--- config.mk ---
export PLATFORM = sky130hd
export DESIGN_NAME = mem_arbiter_flat
export DESIGN_NICKNAME = d
export VERILOG_FILES = /design/src/rtl/mem_arbiter_if.sv /design/src/rtl/mem_arbiter.sv /design/src/flat_wrapper.sv
export SDC_FILE = /design/constraint.sdc
export NUM_CORES = 1
export LEC_CHECK = 0
export CAP_MARGIN = 20
export CORE_AREA = 2 2 107 109
export DETAILED_ROUTE_END_ITERATION = 12
export DIE_AREA = 0 0 109 111
export PLACE_DENSITY = 0.57
export SLEW_MARGIN = 25
export SYNTH_ARGS = -nofsm -noshare
export SYNTH_HDL_FRONTEND = slang
export SYNTH_SLANG_ARGS = --single-unit
--- constraint.sdc ---
create_clock -name clk -period 3.2 [get_ports clk]
set_input_delay 0.48 -clock clk [delete_from_list [all_inputs] [get_ports clk]]
set_output_delay 0.48 -clock clk [all_outputs]
set_load 0.01 [all_outputs]
--- src/rtl/mem_arbiter_if.sv ---
// Bundle between the core's fetch/data ports, the arbiter and the single-port RAM.
// slave = arbiter side; master = core + RAM side.
interface mem_arbiter_if #(
  parameter int ADDR_W = 32,
  parameter int DATA_W = 32
);
  logic              if_req;
  logic [ADDR_W-1:0] if_addr;
  logic              if_gnt;
  logic [DATA_W-1:0] if_rdata;
  logic              if_rvalid;

  logic              d_ren;
  logic [3:0]        d_wen;
  logic [ADDR_W-1:0] d_addr;
  logic [DATA_W-1:0] d_wdata;
  logic              d_gnt;
  logic [DATA_W-1:0] d_rdata;
  logic              d_rvalid;

  logic              ram_en;
  logic [3:0]        ram_we;
  logic [ADDR_W-1:0] ram_addr;
  logic [DATA_W-1:0] ram_wdata;
  logic [DATA_W-1:0] ram_rdata;

  modport slave (
    input  if_req, if_addr, d_ren, d_wen, d_addr, d_wdata, ram_rdata,
    output if_gnt, if_rdata, if_rvalid, d_gnt, d_rdata, d_rvalid,
           ram_en, ram_we, ram_addr, ram_wdata
  );

  modport master (
    output if_req, if_addr, d_ren, d_wen, d_addr, d_wdata, ram_rdata,
    input  if_gnt, if_rdata, if_rvalid, d_gnt, d_rdata, d_rvalid,
           ram_en, ram_we, ram_addr, ram_wdata
  );
endinterface

--- src/rtl/mem_arbiter.sv ---
// Single-port RAM arbiter between instruction fetch and data access, one grant per cycle.
// Optional fetch starvation guard compiled in with `define ARB_STARVE_GUARD_EN.
//
// read tag | meaning
// ---------+---------------------------------------------
// TAG_NONE | no read outstanding, both rvalid low
// TAG_IF   | fetch read issued last cycle, if_rvalid now
// TAG_D    | load read issued last cycle, d_rvalid now
module mem_arbiter #(
  parameter int ADDR_W       = 32,
  parameter int DATA_W       = 32,
  parameter int STARVE_LIMIT = 3
) (
  input  logic            clk,
  input  logic            rst,
  mem_arbiter_if.slave    bus,
  output logic            hold_o
);

  typedef enum logic [1:0] {
    TAG_NONE = 2'd0,
    TAG_IF   = 2'd1,
    TAG_D    = 2'd2
  } tag_e;

  tag_e tag_q, tag_d;
  logic d_store, d_pend;
  logic if_win, d_win;
  logic force_if;

  always_comb begin
    d_store = |bus.d_wen;
    d_pend  = d_store | bus.d_ren;
    if_win  = 1'b0;
    d_win   = 1'b0;
    if (!rst) begin
      if (force_if)        if_win = 1'b1;
      else if (d_pend)     d_win  = 1'b1;
      else if (bus.if_req) if_win = 1'b1;
    end
  end

`ifdef ARB_STARVE_GUARD_EN
  localparam int CNT_W = $clog2(STARVE_LIMIT + 1);
  logic [CNT_W-1:0] starve_q, starve_d;

  assign force_if = bus.if_req && (starve_q == CNT_W'(STARVE_LIMIT));

  always_comb begin
    starve_d = starve_q;
    if (!bus.if_req || if_win)
      starve_d = '0;
    else if (starve_q != CNT_W'(STARVE_LIMIT))
      starve_d = starve_q + CNT_W'(1);
  end

  always_ff @(posedge clk) begin
    if (rst) starve_q <= '0;
    else     starve_q <= starve_d;
  end
`else
  assign force_if = 1'b0;
`endif

  assign bus.if_gnt    = if_win;
  assign bus.d_gnt     = d_win;
  assign bus.ram_en    = if_win | d_win;
  assign bus.ram_we    = d_win ? bus.d_wen : 4'b0000;
  assign bus.ram_addr  = d_win ? bus.d_addr : bus.if_addr;
  assign bus.ram_wdata = d_win ? bus.d_wdata : '0;

  assign hold_o = ~rst & ((bus.if_req & ~if_win) | (d_pend & ~d_win));

  // A combined load+store request is a store: it gets no read tag.
  always_comb begin
    tag_d = TAG_NONE;
    if (d_win && !d_store) tag_d = TAG_D;
    else if (if_win)       tag_d = TAG_IF;
  end

  always_ff @(posedge clk) begin
    if (rst) tag_q <= TAG_NONE;
    else     tag_q <= tag_d;
  end

  assign bus.if_rvalid = (tag_q == TAG_IF);
  assign bus.d_rvalid  = (tag_q == TAG_D);
  assign bus.if_rdata  = bus.if_rvalid ? bus.ram_rdata : '0;
  assign bus.d_rdata   = bus.d_rvalid  ? bus.ram_rdata : '0;

endmodule

--- src/flat_wrapper.sv ---
// flat-port wrapper written by rule: the top's interface ports become plain ports
module mem_arbiter_flat 
#(
  parameter int ADDR_W       = 32,
  parameter int DATA_W       = 32,
  parameter int STARVE_LIMIT = 3
)
  (clk, rst, hold_o, bus_if_req, bus_if_addr, bus_d_ren, bus_d_wen, bus_d_addr, bus_d_wdata, bus_ram_rdata, bus_if_gnt, bus_if_rdata, bus_if_rvalid, bus_d_gnt, bus_d_rdata, bus_d_rvalid, bus_ram_en, bus_ram_we, bus_ram_addr, bus_ram_wdata);
  mem_arbiter_if #(.ADDR_W(ADDR_W), .DATA_W(DATA_W)) bus_i ();
  input  logic clk;
  input  logic rst;
  output logic hold_o;
  input wire logic [$bits(bus_i.if_req)-1:0] bus_if_req;
  input wire logic [$bits(bus_i.if_addr)-1:0] bus_if_addr;
  input wire logic [$bits(bus_i.d_ren)-1:0] bus_d_ren;
  input wire logic [$bits(bus_i.d_wen)-1:0] bus_d_wen;
  input wire logic [$bits(bus_i.d_addr)-1:0] bus_d_addr;
  input wire logic [$bits(bus_i.d_wdata)-1:0] bus_d_wdata;
  input wire logic [$bits(bus_i.ram_rdata)-1:0] bus_ram_rdata;
  output wire logic [$bits(bus_i.if_gnt)-1:0] bus_if_gnt;
  output wire logic [$bits(bus_i.if_rdata)-1:0] bus_if_rdata;
  output wire logic [$bits(bus_i.if_rvalid)-1:0] bus_if_rvalid;
  output wire logic [$bits(bus_i.d_gnt)-1:0] bus_d_gnt;
  output wire logic [$bits(bus_i.d_rdata)-1:0] bus_d_rdata;
  output wire logic [$bits(bus_i.d_rvalid)-1:0] bus_d_rvalid;
  output wire logic [$bits(bus_i.ram_en)-1:0] bus_ram_en;
  output wire logic [$bits(bus_i.ram_we)-1:0] bus_ram_we;
  output wire logic [$bits(bus_i.ram_addr)-1:0] bus_ram_addr;
  output wire logic [$bits(bus_i.ram_wdata)-1:0] bus_ram_wdata;
  assign bus_i.if_req = bus_if_req;
  assign bus_i.if_addr = bus_if_addr;
  assign bus_i.d_ren = bus_d_ren;
  assign bus_i.d_wen = bus_d_wen;
  assign bus_i.d_addr = bus_d_addr;
  assign bus_i.d_wdata = bus_d_wdata;
  assign bus_i.ram_rdata = bus_ram_rdata;
  assign bus_if_gnt = bus_i.if_gnt;
  assign bus_if_rdata = bus_i.if_rdata;
  assign bus_if_rvalid = bus_i.if_rvalid;
  assign bus_d_gnt = bus_i.d_gnt;
  assign bus_d_rdata = bus_i.d_rdata;
  assign bus_d_rvalid = bus_i.d_rvalid;
  assign bus_ram_en = bus_i.ram_en;
  assign bus_ram_we = bus_i.ram_we;
  assign bus_ram_addr = bus_i.ram_addr;
  assign bus_ram_wdata = bus_i.ram_wdata;
  mem_arbiter #(.ADDR_W(ADDR_W), .DATA_W(DATA_W), .STARVE_LIMIT(STARVE_LIMIT)) u_core (.clk(clk), .rst(rst), .bus(bus_i), .hold_o(hold_o));
endmodule
==> metrics.md <==
| Metric | Value |
|---|---|
| Status | `finished clean` |
| Worst-margin pin slew | `roughly 0.24 ns` |
| Crit-path max FO | `35` |
| Layout area overhead | `227%` |
| Initial DRC Count | `68` |
| Post-synth cell types | `11` |
| N_diodes | `0` |
| Final wirelength | `roughly 7600 um` |
| Critical Path RT | `2.72 ns` |
| Boundary Pins | `274` |
| Die Y | `111 um` |
| Seq cells post-synth | `2` |
| Finished Cell Area | `4340 um^2` |
| Crit path capture type | `output pin` |
| Starting density of the core | `about an eighth` |
| Synthesized cell area | `between 1000 and 1500 um^2` |
| Via count of the first global-routing pass | `2164` |
| Hold WC Path Type | `input port to flop` |
| Switching Share | `a little under a quarter` |
| Min Tclk post-route | `3.15 ns` |
| Synth Instances | `157` |
| H-tree levels | `1` |
| Die Wd | `109 um` |
| Crit share post-route | `around 98%` |
| Detail Placement HPWL | `around 6700 um` |
| Row cnt | `39` |
| GRT Residual Overflow | `0` |
| Setup TNS | `0 ns` |
| Placed Area | `4220 um^2` |
| Clock Power Share | `28.3%` |
| Layout cells sized above 1 | `10.5%` |
| Non-filler cells, final | `571` |
| Reg clk slew, reported paths | `roughly 0.03 ns` |
| Vias per Instance | `between 3 and 4` |
| Biggest regs | `u_core.tag_q: 2 flops` |
| Power Internal | `around 0.5 mW` |
| Final Setup Violations | `0` |
| Total GRT Usage | `11.5%` |
| Die area | `12100 um^2` |
| Num CTS Buffers | `3` |
| CTS tree | `done` |
| Initial antenna violation count | `0` |
| Cell total after placement | `approximately 570` |
| Max reg flops | `2` |
| Final ANT Viol Nets | `0` |
| Endpoints failing hold | `0` |
| Fmax | `approximately 320 MHz` |
| Max Root-Sink Buffers | `2` |
| Pins Over Slew Limit | `0` |
| Clk root buf | `clkbuf_16` |
| Buffers on Ports | `roughly 270` |
| Worst Path Class, Setup | `input port to output pin` |
| Top reg by flops | `u_core.tag_q` |
| Yosys warnings | `0` |
| Clock sink count | `2` |
| Mean Syn Cell Area | `8.45 um^2` |
| CP Launch Type | `input port` |
| Final Worst Setup Slack | `0.0539 ns` |
| Critical Path AT | `2.67 ns` |
| P_sw | `0.155 mW` |
| Sequential share of the synthesized area | `3.02%` |
| Max-cap violations | `0` |
| Routability cong. | `0.773` |
| Largest net degree at the start of global routing | `36` |
| Vias | `2130` |
| CTS Hold Bufs | `0` |
| Global-route wire length before repair | `between 10000 and 15000 um` |
| Worst slack at placement | `0.0263 ns` |
| PwrDens | `about 150 nW/um^2` |
| Pleak | `1.85 nW` |
| # nets final | `between 500 and 600` |
| Fillers | `1143` |
| RSZ-0062 raised after global routing | `false` |
| Sequential share of power | `3.9%` |
| Combinational power share | `67.9%` |
| DRC | `0` |
| Post-Syn Nets | `293` |
| Avg WL per Cell | `about 13 um` |
| Worst VDD drop | `between 0.0001 and 0.00015 V` |
| 1st-pass router iterations | `4` |
| Rel. slew slack | `83.8%` |
| Core area | `11100 um^2` |
-- kinds of logic after synthesis --
group,after synthesis,share of synthesized area (%)
simple gates,109,51.9
mux,32,36.2
buf+inv,13,7.64
flops,2,3.02
compound gates,1,1.23
-- Yosys cell counts --
cell	n	area share (%)
nor2_1	1	0.28
buf_6	7	5.9
mux2_4	32	36
nor2b_1	7	3.3
nor4b_1	2	1.3
o21ba_4	1	1.2
nor3_1	1	0.38
clkbuf_1	6	1.7
or4_4	1	0.85
dfxtp_1	2	3.0
and2_1	97	46
-- routing by layer --
layer,global-route usage [%],routed length (um)
met5,0,0
met4,1.88,70
met3,5.29,1160
met2,23.5,4130
met1,9.96,2240
-- through the flow --
step	hold slack, ns	total power [mW]	utilization [%]
3_3_place_gp	1.15	0.480	38.1
4_1_cts	0.932	0.676	38.8
3_5_place_dp	1.15	0.483	38.1
6_report	0.930	0.659	39.2
5_1_grt	0.967	0.695	39.2
2_1_floorplan	0.557	0.172	-
-- critical path, cell delays in order --
cell,delay [ns]
clkdlybuf4s50_1,0.42
or4_4,0.56
o21ba_4,0.24
buf_12,0.17
mux2_4,0.30
clkdlybuf4s50_1,0.48
-- timing repair --
item / 4_1_cts / 5_1_grt
buffers inserted: 0 / 0
resized for setup: 0 / 17
endpoints found under the setup margin: 0 / 17
hold endpoints to repair: 0 / 0
-- power by group through the flow --
| stage | sequential (mW) | combinational (mW) | clock [mW] |
|---|---|---|---|
| 2_1_floorplan | 0.0258 | 0.146 | 0 |
| 4_1_cts | 0.0255 | 0.460 | 0.191 |
| 5_1_grt | 0.0256 | 0.477 | 0.192 |
| 6_report | 0.0255 | 0.447 | 0.186 |
| 3_3_place_gp | 0.0258 | 0.454 | 0 |
| 3_5_place_dp | 0.0258 | 0.457 | 0 |
-- area by class of cell --
cell class	count	area (um^2)	area share (%)
tap	143	179	4.12
timing repair buffer	281	2860	65.9
multi-input combinational	142	1180	27.3
sequential	2	40.0	0.923
clock buffer	3	75.1	1.73
-- placed cells by master, fill, tap and decap left out, types with 2 or more instances in the layout --
master / n
buf_12: 2
buf_4: 6
dlymetal6s2s_1: 17
nor2b_1: 7
nor4b_1: 2
clkbuf_16: 3
clkdlybuf4s50_1: 256
mux2_4: 32
and2_1: 97
dfxtp_1: 2
-- path summary, 6_finish.rpt --
| check | startpoint | end | slack, ns | depth (start not counted) |
|---|---|---|---|---|
| max | bus_d_wen[3] | bus_ram_addr[31] | 0.05 | 6 |
| min | bus_if_req | u_core.tag_q[0] | 0.93 | 2 |
Power figures use the tool's default switching activity.
